**src/rtl/mem_fill_arbiter.sv**
```systemverilog
// mem_fill_arbiter
//   Owns all main-memory traffic for the I-cache and D-cache. Grants one
//   requester at a time (D miss > D store > I miss), issues the block read
//   word by word, steers returning words into the owning cache's data array,
//   pulses the fill-done / store-ack handshakes and drives the stall requests.
//
//   state | meaning
//   IDLE  | accept a new request; stores complete here in a single cycle
//   FILL  | issue block reads and route returning words to the owner
//   DONE  | one cycle: pulse owner's fill_done, clear counters
//
// Ports
//   i_clk, i_rst                  clock, synchronous active-high reset
//   i_I_miss / i_I_miss_addr      I-cache miss request and faulting address
//   i_D_miss / i_D_miss_addr      D-cache miss request and faulting address
//   i_D_write / i_D_wr_*          write-through store request
//   o_mem_* / i_mem_*             main-memory request and read-return
//   o_fill_I/D, o_fill_idx/data   data-array write port toward the caches
//   o_*_fill_done, o_D_wr_ack     completion pulses
//   o_I_stall, o_D_stall          stall requests to hazard detection
module mem_fill_arbiter #(
    parameter int ADDR_W        = 16,
    parameter int DATA_W        = 16,
    parameter int WORDS_PER_BLK = 8,
    parameter int MEM_LAT       = 4
) (
    input  logic                             i_clk,
    input  logic                             i_rst,
    input  logic                             i_I_miss,
    input  logic [ADDR_W-1:0]                i_I_miss_addr,
    input  logic                             i_D_miss,
    input  logic [ADDR_W-1:0]                i_D_miss_addr,
    input  logic                             i_D_write,
    input  logic [ADDR_W-1:0]                i_D_wr_addr,
    input  logic [DATA_W-1:0]                i_D_wr_data,
    output logic                             o_mem_en,
    output logic                             o_mem_wr,
    output logic [ADDR_W-1:0]                o_mem_addr,
    output logic [DATA_W-1:0]                o_mem_wdata,
    input  logic [DATA_W-1:0]                i_mem_rdata,
    input  logic                             i_mem_data_valid,
    output logic                             o_fill_I,
    output logic                             o_fill_D,
    output logic [$clog2(WORDS_PER_BLK)-1:0] o_fill_idx,
    output logic [DATA_W-1:0]                o_fill_data,
    output logic                             o_I_fill_done,
    output logic                             o_D_fill_done,
    output logic                             o_D_wr_ack,
    output logic                             o_I_stall,
    output logic                             o_D_stall
);

    localparam int IDX_W = $clog2(WORDS_PER_BLK);
    // Byte offset mask of one block (words are 2 bytes wide).
    localparam logic [ADDR_W-1:0] BLK_MASK = ADDR_W'(2 * WORDS_PER_BLK - 1);

    if ((WORDS_PER_BLK != (1 << IDX_W)) || (MEM_LAT < 1)) begin : g_param_check
        $error("mem_fill_arbiter: WORDS_PER_BLK must be a power of 2 and MEM_LAT >= 1");
    end

    typedef enum logic [1:0] {
        S_IDLE = 2'd0,
        S_FILL = 2'd1,
        S_DONE = 2'd2
    } state_t;

    state_t            r_state;
    logic              r_owner_d;
    logic [ADDR_W-1:0] r_base;
    logic [IDX_W:0]    r_iss_cnt;   // one extra bit so it can reach WORDS_PER_BLK
    logic [IDX_W-1:0]  r_rcv_cnt;

    logic              w_idle;
    logic              w_fill;
    logic              w_done;
    logic              w_grant_d;
    logic              w_grant_i;
    logic              w_store;
    logic              w_issue;
    logic              w_recv;
    logic              w_last;
    logic [ADDR_W-1:0] w_rd_addr;

    // Everything is gated by reset so nothing transacts while it is held.
    assign w_idle    = (r_state == S_IDLE) & ~i_rst;
    assign w_fill    = (r_state == S_FILL) & ~i_rst;
    assign w_done    = (r_state == S_DONE) & ~i_rst;

    assign w_grant_d = w_idle & i_D_miss;
    assign w_store   = w_idle & ~i_D_miss & i_D_write;
    assign w_grant_i = w_idle & ~i_D_miss & ~i_D_write & i_I_miss;

    assign w_issue   = w_fill & ~r_iss_cnt[IDX_W];
    assign w_recv    = w_fill & i_mem_data_valid;
    assign w_last    = w_recv & (r_rcv_cnt == IDX_W'(WORDS_PER_BLK - 1));

    // Base is block-aligned, so the add never carries out of the block.
    assign w_rd_addr = r_base + {{(ADDR_W-IDX_W-1){1'b0}}, r_iss_cnt[IDX_W-1:0], 1'b0};

    always_ff @(posedge i_clk) begin
        if (i_rst) begin
            r_state   <= S_IDLE;
            r_owner_d <= 1'b0;
            r_base    <= '0;
            r_iss_cnt <= '0;
            r_rcv_cnt <= '0;
        end else begin
            case (r_state)
                S_IDLE: begin
                    if (w_grant_d) begin
                        r_owner_d <= 1'b1;
                        r_base    <= i_D_miss_addr & ~BLK_MASK;
                        r_state   <= S_FILL;
                    end else if (w_grant_i) begin
                        r_owner_d <= 1'b0;
                        r_base    <= i_I_miss_addr & ~BLK_MASK;
                        r_state   <= S_FILL;
                    end
                end
                S_FILL: begin
                    if (w_issue) r_iss_cnt <= r_iss_cnt + 1'b1;
                    if (w_recv)  r_rcv_cnt <= r_rcv_cnt + 1'b1;
                    if (w_last)  r_state   <= S_DONE;
                end
                S_DONE: begin
                    r_iss_cnt <= '0;
                    r_rcv_cnt <= '0;
                    r_state   <= S_IDLE;
                end
                default: r_state <= S_IDLE;
            endcase
        end
    end

    always_comb begin
        o_mem_en      = w_issue | w_store;
        o_mem_wr      = w_store;
        o_mem_addr    = w_store ? i_D_wr_addr : (w_issue ? w_rd_addr : '0);
        o_mem_wdata   = w_store ? i_D_wr_data : '0;
        o_fill_I      = w_recv & ~r_owner_d;
        o_fill_D      = w_recv & r_owner_d;
        o_fill_idx    = w_recv ? r_rcv_cnt : '0;
        o_fill_data   = w_recv ? i_mem_rdata : '0;
        o_I_fill_done = w_done & ~r_owner_d;
        o_D_fill_done = w_done & r_owner_d;
        o_D_wr_ack    = w_store;
        o_I_stall     = ~i_rst & i_I_miss & ~o_I_fill_done;
        o_D_stall     = ~i_rst & ((i_D_miss & ~o_D_fill_done) | (i_D_write & ~o_D_wr_ack));
    end

endmodule

```
**config.mk**
```make
export PLATFORM = sky130hd
export DESIGN_NAME = mem_fill_arbiter
export DESIGN_NICKNAME = d
export VERILOG_FILES = /design/src/rtl/mem_fill_arbiter.sv
export SDC_FILE = /design/constraint.sdc
export NUM_CORES = 1
export LEC_CHECK = 0
export ABC_AREA = 1
export CAP_MARGIN = 0
export CORE_MARGIN = 1.5
export CORE_UTILIZATION = 32
export CTS_CLUSTER_DIAMETER = 30
export DETAILED_ROUTE_END_ITERATION = 8
export HOLD_SLACK_MARGIN = 0.12
export PLACE_DENSITY = 0.82
export SYNTH_ARGS = -nofsm -noshare
export SYNTH_HDL_FRONTEND = slang
export SYNTH_SLANG_ARGS = --single-unit
```
**constraint.sdc**
```tcl
create_clock -name i_clk -period 1.8 [get_ports i_clk]
set_clock_uncertainty 0.2 [all_clocks]
set_input_delay 0.36 -clock i_clk [delete_from_list [all_inputs] [get_ports i_clk]]
set_output_delay 0.36 -clock i_clk [all_outputs]
set_load 0.005 [all_outputs]
```
# Word-level counts from Yosys, hierarchy flattened
# Index checks and enable logic that the tools add are counted.
# classes
n_bitwise,30
add_sub_neg,3
shift,0
n_reduce_logical,7
muxes,17
n_div,0
n_lt_le_gt_ge,0
eq_ne,7
multipliers,0
# ops
cell,count
$mux W16,6
$and A1 B1 Y1,20
$add A16 B4 Y16,1
$not A1 Y1,8
$pmux W4 S2,1
$reduce_and A2 Y1,4
$mux W2,3
$mux W3,2
$ne A2 B2 Y1 const B,3
$pmux W3 S2,1
$add A4 B1 Y4 const B,1
$mux W4,1
$pmux W2 S2,1
$reduce_bool A2 Y1,2
$add A3 B1 Y3 const B,1
$eq A3 B3 Y1 const B,1
$ne A3 B3 Y1 const B,1
$eq A2 B1 Y1 const B,1
$eq A2 B2 Y1 const B,1
$logic_not A2 Y1,1
$mux W1,2
$or A1 B1 Y1,2
# totals
mem_bits_rw,0
wordCells,69
romBits,0
memories,0
reg_bits,26
output_inout_bits,60
latchBits,0

# Depth between registers and ports, before layout
# logic_depth
word_depth,8
mapped_depth,9
depth_no_buf,7

# Worst setup path after synthesis
# Ideal clock, no wire load.
# synth_timing
path_kind,input -> output
startpoint,in i_rst
endpoint,out o_mem_wdata[10]
arrival_time_ns,1.205
required_ns,1.240
path_slack_ns,0.035
stages,9
path_cell_list,buf_6 > nor2_8 > nand2_2 > inv_2 > nand2_4 > nor2_8 > inv_4 > buf_6 > nor2_1
# synth_via
elab_chain_cells,5
# synth_lines
element,line,rtl
start: declaration,28,"input logic i_rst,"
$not A1 Y1,85,assign w_idle = (r_state == S_IDLE) & ~i_rst;
$and A1 B1 Y1,85,
$and A1 B1 Y1 (2 in a row),90,assign w_store = w_idle & ~i_D_miss & i_D_write;
$mux W16,139,o_mem_wdata = w_store ? i_D_wr_data : '0;
end: declaration,39,"output logic [DATA_W-1:0] o_mem_wdata,"
# Every way passes these cells.

# Worst setup path after layout
# layout_timing
startpoint,reg r_state[1]
endpoint,out o_mem_addr[15]
# layout_via
elab_chain_cells,5
word_cells_on_any_way,9
classes_between,1 x eq/ne; 2 x mux; 5 x bitwise; 1 x reduce/logical
# layout_lines
element,line,rtl
start: declaration,67,state_t r_state;
start signal: assignment,102,r_state <= S_IDLE;
start signal: assignment,113,r_state <= S_FILL;
start signal: assignment,117,r_state <= S_FILL;
$eq A2 B1 Y1 or $logic_not A2 Y1 (tied branches),"86, 85",
"$and A1 B1 Y1, on equally long branches","86, 85",
"$and A1 B1 Y1, on equally long branches","93, 90",
$mux W16 or $and A1 B1 Y1 (tied branches),"138, 90",
$mux W16 *,138,o_mem_addr = w_store ? i_D_wr_addr : (w_issue ? w_rd_addr : '0);
end: declaration,38,"output logic [ADDR_W-1:0] o_mem_addr,"
# Every way passes the cells marked *; elsewhere a longest branch is shown, timed or not.

==> out/qor.yml <==
die_w_microns: 75.8
yosys.cell_count.top_type: "nand2_1"
insertion_delay_ns: 0.27
die_area_sq_mm: 0.00575
regToRegSetupSlack_ns: 0.05
htree_levels: 1
fin_crit_ns: 2.13
antennaDiodeCount: 0
place_area_sq_mm: 0.00332
status: "complete, but fails checks"
gp_congestion: 0.862
r2r_start: "r_state[1]$_SDFFE_PP0P_"
cts_buffers: 3
wl_per_cell_microns: 13.0
die_h_microns: 75.8
clk_pin_slew_ns: 0.09
start_util_pct: 33.2
crit_type: "flop to output pin"
rsz0062_at_grt: "true"
reg2reg_depth: 10
cts_buffer_depth: 2
drive_gt1_share_pct: 38.2
gr-usage-all-layers_pct: 22.5
synth_top_family_by_area: "simple AND/OR/NAND/NOR gates"
boundaryPins: 146
port_buffers: 137
row_count: 26
synth_commonest_cells: "76 x nand2_1, 74 x inv_1, 43 x nor2_1"
antenna_found_initial: 0
wirelength_mm: 7.02
coreArea_sq_mm: 0.00511
cp-start-kind: "flop"
final_hold_viol_count: 0
synth-xor-area-share_pct: 0
crit_required_ns: 1.24
max-vdd-ir-drop_v: 0.000455
first_pass_iters: 4
crit_fanout: 7
max_freq_ghz: 0.470
ys_ff_latch: 22
drtAntennaViolNets: 0
hold_start: "r_base[4]$_SDFFE_PP0P_"
holdPathStages: 2
overflow: 0
n_fill_cell: 428
cp.arrival_ns: 1.57
synth.area.mux_share_pct: 0
dp_hpwl_mm: 4.96
tightest_slew_ns: 0.291
route.vias.total: 2427
netlist_top_cells_area: "dfxtp_1 26%, nand2_1 17%, inv_1 16%"
synthAdderAreaFrac_pct: 2.21
slew_violations: 0
synth_seq_area_share_pct: 26.0
syn_area_sq_mm: 0.00170
drc: 0
r2r_end: "r_rcv_cnt[0]$_SDFFE_PP0P_"
grt_max_degree: 19
syn_area_per_cell_sq_um: 5.64
violations: "negative setup slack"
fin_ws_ns: -0.328
first_iter_violations: 115
synth_top_area_share_pct: 26.0
async_flop_share_pct: 0
hold_end: "r_base[4]$_SDFFE_PP0P_"
nNetsFinal: 561
setup_tns_ns: -13.07
min_period_over_period_pct: 118
grt_pass1_vias: 2267
cts_tree: "yes"
vias_per_cell: 4.49
syn_inst: 301
syn_to_final_growth_pct: 110
powerDensity_mw_per_mm2: 469
synth_top_area_cell: "dfxtp_1"
synth_compound_area_share_pct: 8.26
cts.sinks: 22
synth_cell_types: 21
grt_pass1_wl_mm: 10.0
hp-class: "flop to flop"
max-slew-margin-rel_pct: 80.6
cts_root_buffer: "clkbuf_8"
p_leak_nw: 1.93
design_area_sq_mm: 0.00356
finalSetupViolations: 58
synth_edf_count: 0
yosys_warnings: 0
synthFlopType: "dfxtp_1"
cp-end-kind: "output pin"
yosys.area_share.simple_pct: 41.2
syn_nets: 390
drv_cap: 0
-- routing by layer --
metal / global-route usage [%] / up-vias / wire (microns)
met5: 0 / - / 0
met1: 27.0 / 1060 / 2660
met2: 41.4 / 116 / 3580
li1: - / 1240 / -
met3: 3.17 / 11 / 628
met4: 6.35 / 0 / 142
-- logic make-up after synthesis --
| group | count (synthesis) |
|---|---|
| buffers and inverters | 91 |
| DFF | 22 |
| AOI/OAI and AO/OA | 28 |
| adders and majority gates | 3 |
| and+or+nand+nor | 157 |
-- worst max path at each step --
stage | start | slack, ns | to | cells after the start
6_report | r_state[1]$_SDFFE_PP0P_ | -0.33 | o_mem_addr[15] | 10
5_1_grt | r_state[1]$_SDFFE_PP0P_ | -0.40 | o_mem_addr[15] | 10
4_1_cts | r_state[1]$_SDFFE_PP0P_ | -0.31 | o_mem_addr[15] | 10
3_5_place_dp | i_rst | -0.94 | o_D_stall | 7
3_3_place_gp | i_rst | -0.93 | o_D_stall | 7
2_1_floorplan | i_rst | 0.03 | o_mem_wdata[10] | 9
-- placed cells by master, fill, tap and decap left out, types with 2 or more instances in the layout --
cell,netlist,layout
buf_6,2,9
inv_2,1,3
a21oi_1,21,18
buf_4,4,33
nor2_2,0,26
nand4_1,12,12
clkdlybuf4s50_1,0,74
dlygate4sd2_1,0,2
buf_2,5,54
dfxtp_1,22,19
a21oi_2,0,2
inv_1,74,69
o21ai_1,0,4
buf_12,0,4
nand2_4,1,4
dfxtp_2,0,2
nor2_4,0,6
inv_4,1,3
nand2_2,1,16
nand3_1,18,18
nand2_1,76,57
nor2_8,2,2
clkbuf_8,0,3
ha_1,3,3
o21ai_0,7,2
nor2_1,43,11
-- critical path, cell delays in order (launching register included) --
cell and delay [ns]:
dfxtp_4 0.38, nor2_8 0.14, nand2_4 0.07, inv_4 0.06, nand2_4 0.06, nor2_8 0.10, buf_12 0.14, buf_12 0.13
nand2_2 0.06, nand2_2 0.06, buf_2 0.10
-- through the flow --
stage | total power [mW] | util, % | hold slack (ns) | worst slack [ns] | std cells
floorplan | 0.754 | - | 0.229 | 0.0348 | 301
global placement | 1.10 | 65.0 | 0.245 | -0.932 | 522
detailed placement | 1.11 | 65.0 | 0.262 | -0.944 | 522
CTS | 1.60 | 65.5 | 0.275 | -0.312 | 536
global route | 1.76 | 69.6 | 0.291 | -0.399 | 541
finish | 1.67 | 69.6 | 0.272 | -0.328 | 541
-- sequential cells by signal (all words and copies together) (netlist names) --
signal     count
r_base        12
r_iss_cnt      4
r_rcv_cnt      3
r_state        2
r_owner_d      1
-- report_power, final --
group          internal [mW]  total, mW  switching [mW]  leakage (nW)
Combinational          0.365      0.658           0.293          1.71
Sequential             0.516      0.536          0.0193         0.181
Clock                  0.298      0.476           0.178        0.0357
Total                   1.18       1.67           0.491          1.93
-- repair_timing --
action,CTS,global route
setup endpoints to repair,77,74
pin swaps,4,5
gates resized for setup,282,63
gates cloned,3,1
setup buffers,7,5
hold buffers,0,0
-- layout make-up --
class | count | area (sq um) | area share [%]
tap | 70 | 87.6 | 2.46
sequential | 22 | 447 | 12.6
timing repair buffer | 181 | 1540 | 43.4
multi-input combinational | 188 | 1100 | 31.0
clock inverter | 1 | 30.0 | 0.844
inverter | 76 | 305 | 8.58
clock buffer | 3 | 41.3 | 1.16
(Power assumes the default switching activity.)
==> variant 1: new RTL, same settings <==
Change the parameter `ADDR_W` from 16 to 17.
--- a/src/rtl/mem_fill_arbiter.sv
+++ b/src/rtl/mem_fill_arbiter.sv
@@ -21,3 +21,3 @@
 module mem_fill_arbiter #(
-    parameter int ADDR_W        = 16,
+    parameter int ADDR_W        = 17,
     parameter int DATA_W        = 16,
Ports: changed (resized i_D_miss_addr, i_D_wr_addr, i_I_miss_addr and o_mem_addr); port bits go from 146 to 150. The function was not compared with the original's and may differ.
==> variant 1 against the original RTL <==
- the run still ends with setup timing left
- maximum frequency grew 0.86%
- synthesized area grew 3.9%
- via count grew 11%
- register-to-register slack lost 0.02 ns
- sequential cell count grew 1
- total power shrank 0.40%
- non-clock buffer count grew 22
- design area grew 10%
- routed wire length grew 15%
- setup slack gained 0.018 ns
- global-route usage grew 1.5 points
- critical path type unchanged
- largest cell class unchanged
==> variant 1: results (changes against the original RTL) <==
| Metric | Value |
|---|---|
| Via count | `2,684 (+11%)` |
| Post-detail-place hpwl | `5.10 mm (+2.9%)` |
| Drt wl/cell | `14.1 µm (+8.3%)` |
| Maximum vdd drop | `0.284 mV (-37%)` |
| Synth top cells by count | `nand2_1, inv_1, nor2_1` |
| Drt initial violations | `169 (+47%)` |
| First-pass GRT wire length | `11.7 mm (+17%)` |
| Outcome | `finished, violations left` |
| CP max FO | `6 (-1)` |
| Adder-Cell Fraction of Synth Area | `2.13% (-0.083 points)` |
| First-pass DRT Iterations | `4 (unchanged)` |
| Ant diodes | `0 (unchanged)` |
| Final WS setup | `-0.310 ns (+0.0181 ns)` |
| Post-synth ARST share | `0% (unchanged)` |
| Leakage | `2.08 nW (+7.8%)` |
| Yosys warns | `0 (unchanged)` |
| Post-Synthesis Net Count | `404 (+3.6%)` |
| GPL Wtd Cong | `0.883 (+2.5%)` |
| CTS Root Cell | `clkbuf_8` |
| Share of layout cells above drive strength 1 | `40.3% (+2.1 points)` |
| Post-synthesis mux area share | `0% (unchanged)` |
| H-Tree Depth | `1 (unchanged)` |
| Post-synthesis xor/xnor area fraction | `0% (unchanged)` |
| Clock buffer count from CTS | `3 (unchanged)` |
| DP Area | `3460 µm² (+4.2%)` |
| Vias in the first global route | `2,590 (+14%)` |
| Setup TNS | `-14.07 ns (-1.00 ns)` |
| Worst path arrival time | `1.55 ns (-0.02 ns)` |
| Worst-Margin Slew | `0.202 ns (-0.0890 ns)` |
| Dpl cells | `543 (+4.0%)` |
| Largest net degree at the start of global routing | `18 (-1)` |
| Worst path max stage delay | `0.37 ns` |
| Overall Global Routing Usage | `24.0% (+1.5 points)` |
| Violated checks | `setup timing` |
| Max clock buf depth | `2 (unchanged)` |
| Antenna violations before repair | `0 (unchanged)` |
| Fill cells | `373 (-13%)` |
| Distinct cell type count after synthesis | `23 (+9.5%)` |
| Final std cells w/o fill | `576 (+6.5%)` |
| Largest regs | `r_base x13, r_iss_cnt x4, r_rcv_cnt x3` |
| Sequential-to-total area share from yosys stat | `26.1% (+0.16 points)` |
| PortBufs | `141 (+2.9%)` |
| Clk slew on worst S/H paths | `0.08 ns` |
| Latest clock arrival within the worst-skew pair | `0.26 ns` |
| Setup violations, final | `61 (+5.2%)` |
| Max stage delay cell, worst path | `dfxtp_4` |
| Compound-gate portion of the synthesized area | `8.23% (-0.027 points)` |
| Synth area leaders | `dfxtp_1, nand2_1, inv_1` |
| Worst min-delay path category | `reg -> reg` |
| Nets | `599 (+6.8%)` |
| Ys flop type | `dfxtp_1` |
| Top-count cell post-synth | `nand2_1` |
| Average instance area after synthesis | `5.65 µm² (+0.25%)` |
==> variant 1: cell types whose count changed after synthesis, sizes merged <==
| cell | unedited run | this run |
|---|---|---|
| inv | 76 | 78 |
| nand2 | 78 | 82 |
| nand3 | 18 | 20 |
| nand4 | 12 | 13 |
| dfxtp | 22 | 23 |
| o21ai | 7 | 8 |
| buf | 11 | 12 |
| clkbuf | 4 | 3 |
==> variant 1: repair_timing <==
item | in CTS | in global routing
pin swaps | 11 | 16
buffers inserted | 23 | 17
setup endpoints to repair | 69 | 74
gates resized for setup | 304 | 81
gates cloned | 6 | 0
==> variant 1: final cells by class <==
| type | instances | area [µm²] | share of cell area [%] |
|---|---|---|---|
| well taps | 70 | 87.6 | 2.23 |
| inverters | 78 | 315 | 8.05 |
| clock buffers | 4 | 45.0 | 1.15 |
| repair buffers | 203 | 1770 | 45.2 |
| flip-flops and latches | 23 | 464 | 11.8 |
| repair inverters | 1 | 11.3 | 0.287 |
| multi-input cells | 197 | 1220 | 31.3 |
==> variant 1: where the power goes <==
part / switching (mW) / total (mW) / internal, mW
clock: 0.174 / 0.333 / 0.158
combinational: 0.348 / 0.769 / 0.421
sequential: 0.0224 / 0.561 / 0.539
==> variant 1: path summary, 6_finish.rpt <==
check,cells after the start,end,startpoint,slack [ns]
worst min register to register,2,r_base[9],r_base[9],0.28
worst min-delay path,2,r_base[9],r_base[9],0.28
worst max-delay path,9,o_fill_data[9],r_state[1],-0.31
worst max register to register,11,r_state[0],r_state[1],0.03
==> variant 1: cell families after synthesis <==
family	count (synthesis)
adder cells (fa/ha/maj)	3
buffers and inverters	93
flip-flops	23
AND/OR/NAND/NOR	164
AO/OA/AOI/OAI	29
==> variant 1: critical path, delay by kind of cell, from the launching register on <==
kind                   cells  cell delay, ns
buffers and inverters      5            0.58
DFF                        1            0.37
and+or+nand+nor            4            0.34
==> variant 1: through the flow <==
stage,util (%),power (mW),setup WS (ns)
2_1_floorplan,-,0.788,0.00489
5_1_grt,75.3,1.74,-0.373
6_report,75.3,1.66,-0.310
4_1_cts,70.2,1.56,-0.354
3_3_place_gp,66.4,1.15,-0.925
3_5_place_dp,66.4,1.17,-0.969
==> variant 1: metal layers <==
| metal | up-vias | GRT usage (%) | routed length [µm] |
|---|---|---|---|
| li1 | 1322 | - | - |
| met1 | 1210 | 26.7 | 3150 |
| met2 | 138 | 44.8 | 4280 |
| met3 | 14 | 4.76 | 511 |
| met4 | 0 | 8.18 | 154 |
| met5 | - | 0 | 0 |
==> variant 2: new RTL, config.mk and constraints unchanged <==
Made on the original files. Make the reset (`i_rst`) asynchronous in one clocked block. Comments in the files are not updated.
--- a/src/rtl/mem_fill_arbiter.sv
+++ b/src/rtl/mem_fill_arbiter.sv
@@ -99,3 +99,3 @@
 
-    always_ff @(posedge i_clk) begin
+    always_ff @(posedge i_clk or posedge i_rst) begin
         if (i_rst) begin
Check against the original RTL: same outputs for any inputs over 10 cycles, from zero or initial values and one cycle with i_rst high; that may be too few to reach the edited logic, so the function may still have changed.
==> variant 2 against the original RTL <==
- the run still ends with setup timing left
- critical path type unchanged
- sequential cell count unchanged
- via count grew 3.6%
- synthesized area increased by 6.5%
- die area is 6.2% higher
- routed wire length grew 6.2%
- setup slack lost 0.016 ns
- design area rose by 4.3%
- sequential share of layout area is 2.4 points higher
- hold slack improved by 0.010 ns
Power is not compared: it rests on default switching activity, and its combinational part moved more than twofold at a synthesized area within 25%.
==> variant 2: results (changes against the original RTL) <==
| Metric | Value |
|---|---|
| Outcome | `finished, violations left` |
| Violated checks | `setup timing` |
| Ys flop type | `dfrtp_1` |
| Worst path max stage delay | `0.47 ns (+0.09 ns)` |
| Nets | `575 (+2.5%)` |
| Worst-Margin Slew | `0.356 ns (+0.0655 ns)` |
| Min-delay src | `r_base[15]` |
| CP max FO | `6 (-1)` |
| Sequential-to-total area share from yosys stat | `30.5% (+4.5 points)` |
| Setup violations, final | `60 (+3.4%)` |
| CTS resizes | `276 (-2.1%)` |
| WL final | `7.45 mm (+6.2%)` |
| Final WS setup | `-0.344 ns (-0.0163 ns)` |
| Vias in the first global route | `2,390 (+5.4%)` |
| WHS Endpoint | `r_base[15]` |
| CP top delay family | `flip-flops` |
| Worst slack at placement | `-0.808 ns (+0.136 ns)` |
| Post-detail-place hpwl | `4.75 mm (-4.1%)` |
| Synth area leaders | `dfrtp_1, nand2_1, inv_1` |
| Synth top cells by count | `nand2_1, inv_1, nor2_1` |
| RR Endpoint | `r_rcv_cnt[0]` |
| Post-synth ARST share | `100% (+100 points)` |
| Share of layout cells above drive strength 1 | `38.8% (+0.55 points)` |
| Max stage delay cell, worst path | `dfrtp_2` |
| Largest net degree at the start of global routing | `20 (+1)` |
| Worst R2R Start | `r_state[1]` |
[variant 2: power by group through the flow]
stage	clock network (mW)	registers [mW]	logic, mW
6_report	0.353	0.923	1.53
5_1_grt	0.378	0.948	1.67
4_1_cts	0.356	0.911	1.36
3_5_place_dp	0	0.898	1.26
3_3_place_gp	0	0.885	1.22
2_1_floorplan	0	0.857	0.622
[variant 2: kinds of logic (layout without fill, tap and decap cells)]
| logic type | after synthesis | in the layout | synth area share, % |
|---|---|---|---|
| flops | 22 | 22 | 30.5 |
| buf+inv | 87 | 267 | 19.6 |
| fa+ha+maj | 3 | 3 | 2.08 |
| simple gates | 184 | 184 | 45.0 |
| xor+xnor | 1 | 1 | 0.485 |
| compound gates | 8 | 8 | 2.35 |
[variant 2: worst max-delay path by stage]
stage | startpoint | endpoint | slack (ns) | cells after the start
after detailed placement | i_rst | o_mem_wdata[15] | -0.81 | 7
after global placement | i_rst | o_mem_addr[0] | -0.75 | 7
after floorplan | r_state[1] | o_mem_wdata[10] | 0.06 | 6
final | r_state[1] | o_fill_data[6] | -0.34 | 6
after global routing | r_state[0] | o_mem_addr[5] | -0.42 | 8
after CTS | r_state[1] | o_mem_addr[6] | -0.33 | 9
[variant 2: routing by layer]
layer | share of wire, % | global-route usage [%] | vias to the layer above
met2 | 53 | 43.0 | 91
met5 | 0 | 0 | -
met3 | 5.8 | 4.30 | 16
met1 | 38 | 26.8 | 1150
li1 | - | - | 1258
met4 | 2.7 | 6.79 | 0
[variant 2: final cells by class]
cell class                      count  area, µm²
Clock buffer                        4       55.1
Fill cell                         439       1760
Inverter                           74        288
Multi-Input combinational cell    196       1130
Sequential cell                    22        553
Tap cell                           72       90.1
Timing Repair Buffer              188       1580
Timing Repair inverter              1       8.76
